**config.mk**
```make
export PLATFORM = sky130hd
export DESIGN_NAME = ex_stage_flat
export DESIGN_NICKNAME = d
export VERILOG_FILES = /design/src/rtl/ex_stage_if.sv /design/src/rtl/ex_stage.sv /design/src/flat_wrapper.sv
export SDC_FILE = /design/constraint.sdc
export NUM_CORES = 1
export LEC_CHECK = 0
export ABC_AREA = 1
export CELL_PAD_IN_SITES_DETAIL_PLACEMENT = 1
export CELL_PAD_IN_SITES_GLOBAL_PLACEMENT = 1
export CORE_UTILIZATION = 38
export DETAILED_ROUTE_END_ITERATION = 10
export MAX_ROUTING_LAYER = met4
export PLACE_DENSITY = 0.95
export SETUP_SLACK_MARGIN = 0.4
export SLEW_MARGIN = 20
export SYNTH_ARGS = -nofsm -noshare
export SYNTH_HDL_FRONTEND = slang
export SYNTH_SLANG_ARGS = --single-unit
```
**constraint.sdc**
```tcl
create_clock -name clk -period 6.1 [get_ports clk]
set_clock_uncertainty 0.05 [all_clocks]
set_input_delay 0.61 -clock clk [delete_from_list [all_inputs] [get_ports clk]]
set_output_delay 0.61 -clock clk [all_outputs]
set_load 0.05 [all_outputs]
```
**src/rtl/ex_stage_if.sv**
```systemverilog
// Signal bundle between the ID/EX register, the execute stage and the memory stage.
// The master side drives the ID/EX and MEM/WB inputs; the slave side is the execute stage itself.
interface ex_stage_if #(
  parameter int XLEN   = 32,
  parameter int REG_AW = 5
);
  logic              stall;
  logic [XLEN-1:0]   rd1_in;
  logic [XLEN-1:0]   rd2_in;
  logic [XLEN-1:0]   imm_in;
  logic [XLEN-1:0]   imm_b_in;
  logic [XLEN-1:0]   pc_plus4_in;
  logic [REG_AW-1:0] rd_in;
  logic [REG_AW-1:0] rs1_in;
  logic [REG_AW-1:0] rs2_in;
  logic              reg_we_in;
  logic              alu_src_in;
  logic              mem_we_in;
  logic              mem_to_reg_in;
  logic              branch_in;
  logic              branch_ne_in;
  logic [2:0]        alu_ctrl_in;
  logic              wb_reg_we_in;
  logic [REG_AW-1:0] wb_rd_in;
  logic [XLEN-1:0]   wb_data_in;

  logic [XLEN-1:0]   alu_result_out;
  logic [XLEN-1:0]   store_data_out;
  logic [XLEN-1:0]   pc_plus4_out;
  logic [REG_AW-1:0] rd_out;
  logic              reg_we_out;
  logic              mem_we_out;
  logic              mem_to_reg_out;
  logic              branch_taken_out;
  logic [XLEN-1:0]   branch_target_out;

  modport master (
    output stall, rd1_in, rd2_in, imm_in, imm_b_in, pc_plus4_in,
           rd_in, rs1_in, rs2_in, reg_we_in, alu_src_in, mem_we_in,
           mem_to_reg_in, branch_in, branch_ne_in, alu_ctrl_in,
           wb_reg_we_in, wb_rd_in, wb_data_in,
    input  alu_result_out, store_data_out, pc_plus4_out, rd_out,
           reg_we_out, mem_we_out, mem_to_reg_out,
           branch_taken_out, branch_target_out
  );

  modport slave (
    input  stall, rd1_in, rd2_in, imm_in, imm_b_in, pc_plus4_in,
           rd_in, rs1_in, rs2_in, reg_we_in, alu_src_in, mem_we_in,
           mem_to_reg_in, branch_in, branch_ne_in, alu_ctrl_in,
           wb_reg_we_in, wb_rd_in, wb_data_in,
    output alu_result_out, store_data_out, pc_plus4_out, rd_out,
           reg_we_out, mem_we_out, mem_to_reg_out,
           branch_taken_out, branch_target_out
  );
endinterface

```
**src/rtl/ex_stage.sv**
```systemverilog
// RV32 execute stage: operand forwarding, ALU, BEQ/BNE resolution and the EX/MEM register.
// Load data is never forwarded from EX/MEM because load-use hazards are stalled upstream.
module ex_stage #(
  parameter int XLEN   = 32,
  parameter int REG_AW = 5
) (
  input logic     clk,
  input logic     reset,
  ex_stage_if.slave bus
);

  logic [XLEN-1:0]   alu_q;
  logic [XLEN-1:0]   store_q;
  logic [XLEN-1:0]   pc4_q;
  logic [REG_AW-1:0] rd_q;
  logic              reg_we_q;
  logic              mem_we_q;
  logic              mem_to_reg_q;

  logic [XLEN-1:0]   fwd_a;
  logic [XLEN-1:0]   fwd_b;
  logic [XLEN-1:0]   op_b;
  logic [XLEN-1:0]   alu_y;
  logic              eq;
  logic              taken;

  // Newest producer wins; x0 is hardwired and never takes a forwarded value.
  function automatic logic [XLEN-1:0] pick_operand(
    input logic [REG_AW-1:0] rs,
    input logic [XLEN-1:0]   stale,
    input logic              ex_ok,
    input logic [REG_AW-1:0] ex_rd,
    input logic [XLEN-1:0]   ex_val,
    input logic              wb_ok,
    input logic [REG_AW-1:0] wb_rd,
    input logic [XLEN-1:0]   wb_val
  );
    if (ex_ok && (ex_rd != '0) && (ex_rd == rs)) return ex_val;
    if (wb_ok && (wb_rd != '0) && (wb_rd == rs)) return wb_val;
    return stale;
  endfunction

  always_comb begin
    fwd_a = pick_operand(bus.rs1_in, bus.rd1_in, reg_we_q & ~mem_to_reg_q, rd_q, alu_q,
                         bus.wb_reg_we_in, bus.wb_rd_in, bus.wb_data_in);
    fwd_b = pick_operand(bus.rs2_in, bus.rd2_in, reg_we_q & ~mem_to_reg_q, rd_q, alu_q,
                         bus.wb_reg_we_in, bus.wb_rd_in, bus.wb_data_in);
    op_b  = bus.alu_src_in ? bus.imm_in : fwd_b;
  end

  always_comb begin
    alu_y = '0;
    unique case (bus.alu_ctrl_in)
      3'b000: alu_y = fwd_a + op_b;
      3'b001: alu_y = fwd_a - op_b;
      3'b010: alu_y = fwd_a & op_b;
      3'b011: alu_y = fwd_a | op_b;
      3'b100: alu_y = fwd_a ^ op_b;
      3'b101: alu_y = {{(XLEN-1){1'b0}}, ($signed(fwd_a) < $signed(op_b))};
      3'b110: alu_y = fwd_a << op_b[4:0];
      3'b111: alu_y = fwd_a >> op_b[4:0];
      default: alu_y = '0;
    endcase
  end

  // Branches compare register operands only, so the immediate mux is bypassed here.
  always_comb begin
    eq    = (fwd_a == fwd_b);
    taken = (bus.branch_in & eq) | (bus.branch_ne_in & ~eq);
  end

  assign bus.branch_taken_out  = taken & ~bus.stall & ~reset;
  assign bus.branch_target_out = bus.pc_plus4_in - XLEN'(4) + bus.imm_b_in;

  always_ff @(posedge clk) begin
    if (reset) begin
      alu_q        <= '0;
      store_q      <= '0;
      pc4_q        <= '0;
      rd_q         <= '0;
      reg_we_q     <= 1'b0;
      mem_we_q     <= 1'b0;
      mem_to_reg_q <= 1'b0;
    end else if (!bus.stall) begin
      alu_q        <= alu_y;
      store_q      <= fwd_b;
      pc4_q        <= bus.pc_plus4_in;
      rd_q         <= bus.rd_in;
      reg_we_q     <= bus.reg_we_in;
      mem_we_q     <= bus.mem_we_in;
      mem_to_reg_q <= bus.mem_to_reg_in;
    end
  end

  assign bus.alu_result_out = alu_q;
  assign bus.store_data_out = store_q;
  assign bus.pc_plus4_out   = pc4_q;
  assign bus.rd_out         = rd_q;
  assign bus.reg_we_out     = reg_we_q;
  assign bus.mem_we_out     = mem_we_q;
  assign bus.mem_to_reg_out = mem_to_reg_q;

endmodule

```
**src/flat_wrapper.sv**
```systemverilog
// flat-port wrapper written by rule: the top's interface ports become plain ports
module ex_stage_flat 
#(
  parameter int XLEN   = 32,
  parameter int REG_AW = 5
)
  (clk, reset, bus_stall, bus_rd1_in, bus_rd2_in, bus_imm_in, bus_imm_b_in, bus_pc_plus4_in, bus_rd_in, bus_rs1_in, bus_rs2_in, bus_reg_we_in, bus_alu_src_in, bus_mem_we_in, bus_mem_to_reg_in, bus_branch_in, bus_branch_ne_in, bus_alu_ctrl_in, bus_wb_reg_we_in, bus_wb_rd_in, bus_wb_data_in, bus_alu_result_out, bus_store_data_out, bus_pc_plus4_out, bus_rd_out, bus_reg_we_out, bus_mem_we_out, bus_mem_to_reg_out, bus_branch_taken_out, bus_branch_target_out);
  ex_stage_if #(.XLEN(XLEN), .REG_AW(REG_AW)) bus_i ();
  input logic clk;
  input logic reset;
  input wire logic [$bits(bus_i.stall)-1:0] bus_stall;
  input wire logic [$bits(bus_i.rd1_in)-1:0] bus_rd1_in;
  input wire logic [$bits(bus_i.rd2_in)-1:0] bus_rd2_in;
  input wire logic [$bits(bus_i.imm_in)-1:0] bus_imm_in;
  input wire logic [$bits(bus_i.imm_b_in)-1:0] bus_imm_b_in;
  input wire logic [$bits(bus_i.pc_plus4_in)-1:0] bus_pc_plus4_in;
  input wire logic [$bits(bus_i.rd_in)-1:0] bus_rd_in;
  input wire logic [$bits(bus_i.rs1_in)-1:0] bus_rs1_in;
  input wire logic [$bits(bus_i.rs2_in)-1:0] bus_rs2_in;
  input wire logic [$bits(bus_i.reg_we_in)-1:0] bus_reg_we_in;
  input wire logic [$bits(bus_i.alu_src_in)-1:0] bus_alu_src_in;
  input wire logic [$bits(bus_i.mem_we_in)-1:0] bus_mem_we_in;
  input wire logic [$bits(bus_i.mem_to_reg_in)-1:0] bus_mem_to_reg_in;
  input wire logic [$bits(bus_i.branch_in)-1:0] bus_branch_in;
  input wire logic [$bits(bus_i.branch_ne_in)-1:0] bus_branch_ne_in;
  input wire logic [$bits(bus_i.alu_ctrl_in)-1:0] bus_alu_ctrl_in;
  input wire logic [$bits(bus_i.wb_reg_we_in)-1:0] bus_wb_reg_we_in;
  input wire logic [$bits(bus_i.wb_rd_in)-1:0] bus_wb_rd_in;
  input wire logic [$bits(bus_i.wb_data_in)-1:0] bus_wb_data_in;
  output wire logic [$bits(bus_i.alu_result_out)-1:0] bus_alu_result_out;
  output wire logic [$bits(bus_i.store_data_out)-1:0] bus_store_data_out;
  output wire logic [$bits(bus_i.pc_plus4_out)-1:0] bus_pc_plus4_out;
  output wire logic [$bits(bus_i.rd_out)-1:0] bus_rd_out;
  output wire logic [$bits(bus_i.reg_we_out)-1:0] bus_reg_we_out;
  output wire logic [$bits(bus_i.mem_we_out)-1:0] bus_mem_we_out;
  output wire logic [$bits(bus_i.mem_to_reg_out)-1:0] bus_mem_to_reg_out;
  output wire logic [$bits(bus_i.branch_taken_out)-1:0] bus_branch_taken_out;
  output wire logic [$bits(bus_i.branch_target_out)-1:0] bus_branch_target_out;
  assign bus_i.stall = bus_stall;
  assign bus_i.rd1_in = bus_rd1_in;
  assign bus_i.rd2_in = bus_rd2_in;
  assign bus_i.imm_in = bus_imm_in;
  assign bus_i.imm_b_in = bus_imm_b_in;
  assign bus_i.pc_plus4_in = bus_pc_plus4_in;
  assign bus_i.rd_in = bus_rd_in;
  assign bus_i.rs1_in = bus_rs1_in;
  assign bus_i.rs2_in = bus_rs2_in;
  assign bus_i.reg_we_in = bus_reg_we_in;
  assign bus_i.alu_src_in = bus_alu_src_in;
  assign bus_i.mem_we_in = bus_mem_we_in;
  assign bus_i.mem_to_reg_in = bus_mem_to_reg_in;
  assign bus_i.branch_in = bus_branch_in;
  assign bus_i.branch_ne_in = bus_branch_ne_in;
  assign bus_i.alu_ctrl_in = bus_alu_ctrl_in;
  assign bus_i.wb_reg_we_in = bus_wb_reg_we_in;
  assign bus_i.wb_rd_in = bus_wb_rd_in;
  assign bus_i.wb_data_in = bus_wb_data_in;
  assign bus_alu_result_out = bus_i.alu_result_out;
  assign bus_store_data_out = bus_i.store_data_out;
  assign bus_pc_plus4_out = bus_i.pc_plus4_out;
  assign bus_rd_out = bus_i.rd_out;
  assign bus_reg_we_out = bus_i.reg_we_out;
  assign bus_mem_we_out = bus_i.mem_we_out;
  assign bus_mem_to_reg_out = bus_i.mem_to_reg_out;
  assign bus_branch_taken_out = bus_i.branch_taken_out;
  assign bus_branch_target_out = bus_i.branch_target_out;
  ex_stage #(.XLEN(XLEN), .REG_AW(REG_AW)) u_core (.clk(clk), .reset(reset), .bus(bus_i));
endmodule
```
==> results summary <==
For this design the top-level I/O count stands at 362. The synthesized netlist cell count is 2970. The run finished with clean final reports. The clock period could shrink to 5597 ps. The worst register-to-register path begins at u_core.bus.rd_out[1]. The required time of the critical path is 6360 ps. The fraction of layout cells with a size suffix above 1 came out at 5.303%. The detailed-route vias per instance is 5.910.

The worst slew slack as a fraction of its limit is 25.37%. The average wire per cell in the routed design came out at 26.51 um. In this run the horizontal extent of the chip is 212.3 um. The wire length of the first global-routing pass came out at 149700 um. The wire length on met3 came out at 9094 um. The number of input and output port buffers inserted came out at 361. The slew of the pin with the lowest slew margin came out at 1108 ps. The global placement routability congestion came out at 1.092. The data arrival time of the critical path is 5860 ps.

The initial utilization of the core area, before any placement, comes to 38.77%. The power density normalized to cell area came out at 196.3 mW/mm^2. The proportion of register bits with asynchronous set or reset after synthesis came out at 0%. The critical path starts at bus_wb_rd_in[1]. The number of remaining DRC errors came out at 0. The number of storage elements in the synthesis netlist came out at 104.

In the final design database the tool counted 3681 nets. The maximum number of pins on one net before global-route repair is 69. The most numerous cell type found on the critical path is sky130_fd_sc_hd__nand2_1. The area of the die came out at 0.04509 mm^2. The number of max-cap violations is 0. TritonCTS created 9 clock buffers. The slowest stage of the critical path belongs to the cell sky130_fd_sc_hd__clkdlybuf4s50_1. The global routing usage summed across all routing layers came out at 46.52%. The most used flip-flop cell after synthesis is sky130_fd_sc_hd__dfxtp_1. The highest cell delay on the worst timing path came out at 550 ps. The count of hold buffers inserted by post-cts repair came out at 0. The minimum setup slack among reg-to-reg paths came out at 780 ps. The first-pass iteration count of the detailed router came out at 5. The final number of hold-violating endpoints is 0. The leakage power figure came out at 10.64 nW. The total clock sinks came out at 104. The synthesized netlist occupies a cell area of 0.01681 mm^2. The worst hold path startpoint is u_core.bus.store_data_out[29].

Of all nets on the critical path, the largest fanout is 29. The layout overhead on the synthesized area came out at 28.21%. The placed wire-length estimate after detailed placement came out at 85260 um. The maximum clock path buffer count came out at 2. The clock tree from TritonCTS is built. The number of nets in the synthesized netlist is 3355. The number of global-route vias before repair is 23410. The slack of the critical path is 502.8 ps. The number of pins exceeding their max-slew limit in the final report is 0.

The sequential cells in the finished layout cover a total of 0.002082 mm^2. The register clock-pin slew on the reported worst setup and hold paths is 90 ps. STA classifies the critical path startpoint as a primary input. In the finished design, the share of the clock period the worst path needs comes to 91.76%. The average cell area after synthesis is 5.661 um^2.

The number of standard-cell rows in the floorplan is 76. The multi-input gate area in the final layout is 0.01238 mm^2. After detailed routing, the total wire length is 103200 um. The final route contains 23020 vias. The cell chosen for the clock root is sky130_fd_sc_hd__clkbuf_16.

The core area came out at 0.04336 mm^2. The die outline height is 212.3 um. Routed signal wires occupy layers up through met4.

Setup repair after global routing could not meet its margin everywhere. The worst setup path is captured at a flip-flop. Across the VDD grid, the largest voltage drop is 0.1306 mV. The remaining global-route overflow is 0. The number of DRC markers in iteration 0 came out at 2582. Static timing analysis puts the maximum clock frequency at 178.7 MHz. The routed metal-1 wire length is 41780 um. The remaining antenna violation count after routing came out at 0. The count of flip-flops with a built-in enable after synthesis is 0. The setup slack at placement is 88.71 ps. The number of antenna violations at the first check in global routing is 10. The later pin in the worst-skew pair is clocked with a latency of 420 ps.

In this run the worst hold path is classified as reg2reg. After synthesis, the netlist uses 61 different library cells. For the final routed database, the setup TNS stands at 0 ps.

The Yosys warning count is 0. The detailed-routed wire length on met2 came out at 45180 um. The start-to-end type of the worst setup path is in2reg.

The number of filler cells placed in the layout is 6013. After synthesis, flip-flops and latches occupy 12.38% of the total area. The CTS H-tree depth came out at 3. The final setup violation count is 0.
[area by class of cell]
cell class | instances | share of cell area [%]
inverter | 458 | 7.975
tap | 585 | 3.396
timing repair buffer | 452 | 20.16
clock buffer | 10 | 1.062
antenna | 10 | 0.1161
clock inverter | 5 | 0.1974
sequential | 104 | 9.659
multi-input combinational | 2271 | 57.43
[worst max-delay path: cells and delay by family]
kind / cells / cell delay (ps)
compound gates: 7 / 1800
fa+ha+maj: 1 / 510
buf+inv: 6 / 1210
simple gates: 11 / 1690
[registers in the layout (all words and copies together) (netlist names)]
signal                     flops
u_core.bus.alu_result_out     32
u_core.bus.pc_plus4_out       32
u_core.bus.store_data_out     32
u_core.bus.rd_out              5
u_core.bus.mem_to_reg_out      1
u_core.bus.mem_we_out          1
u_core.bus.reg_we_out          1
[worst paths after layout]
path | to | depth (start not counted)
setup reg to reg | u_core.bus.alu_result_out[0] | 20
hold reg to reg | u_core.bus.store_data_out[29] | 2
setup / recovery | u_core.bus.alu_result_out[14] | 25
hold / removal | u_core.bus.store_data_out[29] | 2
[layer usage]
metal	vias up	GRT usage, %
met4	0	27.86
li1	10350	-
met5	-	-
met2	1272	71.24
met3	348	9.365
met1	11060	56.29
[cells in the mapped netlist (all sizes together) (2+ instances only)]
cell | number | area, um^2
a221oi | 15 | 131.4
inv | 455 | 1708
ha | 158 | 1977
o21bai | 3 | 22.52
dfxtp | 104 | 2082
o211ai | 42 | 349.1
o22ai | 13 | 81.33
buf | 62 | 387.9
a31oi | 10 | 68.81
a2111oi | 2 | 17.52
nand3 | 363 | 1859
nand2 | 754 | 2850
clkbuf | 76 | 286.5
nor3 | 25 | 130.1
a22o | 6 | 52.55
fa | 2 | 40.04
a21boi | 7 | 56.31
clkinv | 3 | 11.26
a21oi | 198 | 1006
o31ai | 3 | 22.52
o221ai | 6 | 52.55
nor2 | 221 | 849.6
o21a | 13 | 97.59
xor2 | 57 | 499.2
nor4 | 7 | 43.79
nand4 | 27 | 168.9
or2 | 19 | 118.9
a21o | 3 | 22.52
xnor2 | 29 | 254.0
a211oi | 8 | 60.06
o21ai | 262 | 1368
nand3b | 12 | 90.09
[per-stage QoR]
stage / instance area (um^2) / hold slack [ps] / power (mW) / cells / util [%]
floorplan: 16810 / 640.4 / 2.434 / 2970 / -
global placement: 21220 / 388.8 / 3.456 / 3868 / 48.95
detailed placement: 21240 / 397.9 / 3.517 / 3869 / 48.99
CTS: 21510 / 418.1 / 4.151 / 3884 / 49.60
global route: 21550 / 448.4 / 4.409 / 3894 / 49.71
finish: 21560 / 418.5 / 4.231 / 3895 / 49.71
[logic make-up (layout without fill, tap and decap cells)]
logic type,count (synthesis),in the layout,synth area share (%)
AND/OR/NAND/NOR,1430,1431,36.47
buffers and inverters,596,925,14.24
AO/OA/AOI/OAI,594,594,20.43
adder cells (fa/ha/maj),160,160,12.00
flip-flops,104,104,12.38
XOR/XNOR,86,86,4.480
other,0,10,0
[placed cells by master (no fill, tap or decap), types with 15 or more instances in the layout]
| cell type | n |
|---|---|
| sky130_fd_sc_hd__a21oi_1 | 196 |
| sky130_fd_sc_hd__nand3_1 | 356 |
| sky130_fd_sc_hd__nand2_1 | 747 |
| sky130_fd_sc_hd__o211ai_1 | 37 |
| sky130_fd_sc_hd__dfxtp_1 | 104 |
| sky130_fd_sc_hd__o21ai_0 | 223 |
| sky130_fd_sc_hd__ha_1 | 158 |
| sky130_fd_sc_hd__nand4_1 | 27 |
| sky130_fd_sc_hd__a221oi_1 | 15 |
| sky130_fd_sc_hd__buf_4 | 88 |
| sky130_fd_sc_hd__nor3_1 | 22 |
| sky130_fd_sc_hd__clkdlybuf4s50_1 | 351 |
| sky130_fd_sc_hd__xnor2_1 | 29 |
| sky130_fd_sc_hd__nor2_1 | 212 |
| sky130_fd_sc_hd__xor2_1 | 57 |
| sky130_fd_sc_hd__inv_1 | 449 |
| sky130_fd_sc_hd__o21ai_1 | 30 |
[where the power goes]
group | internal (mW) | total [mW] | switching [mW]
logic | 0.878 | 2.81 | 1.94
clock network | 0.280 | 0.637 | 0.357
registers | 0.727 | 0.780 | 0.0529
[timing repair]
item                                    CTS  global route
endpoints found under the setup margin    3            13
resized for setup                         3            14
pin swaps                                 0             1
setup buffers                             0             0
cloned                                    0             1
No activity file was read; power rests on OpenSTA's default activity.
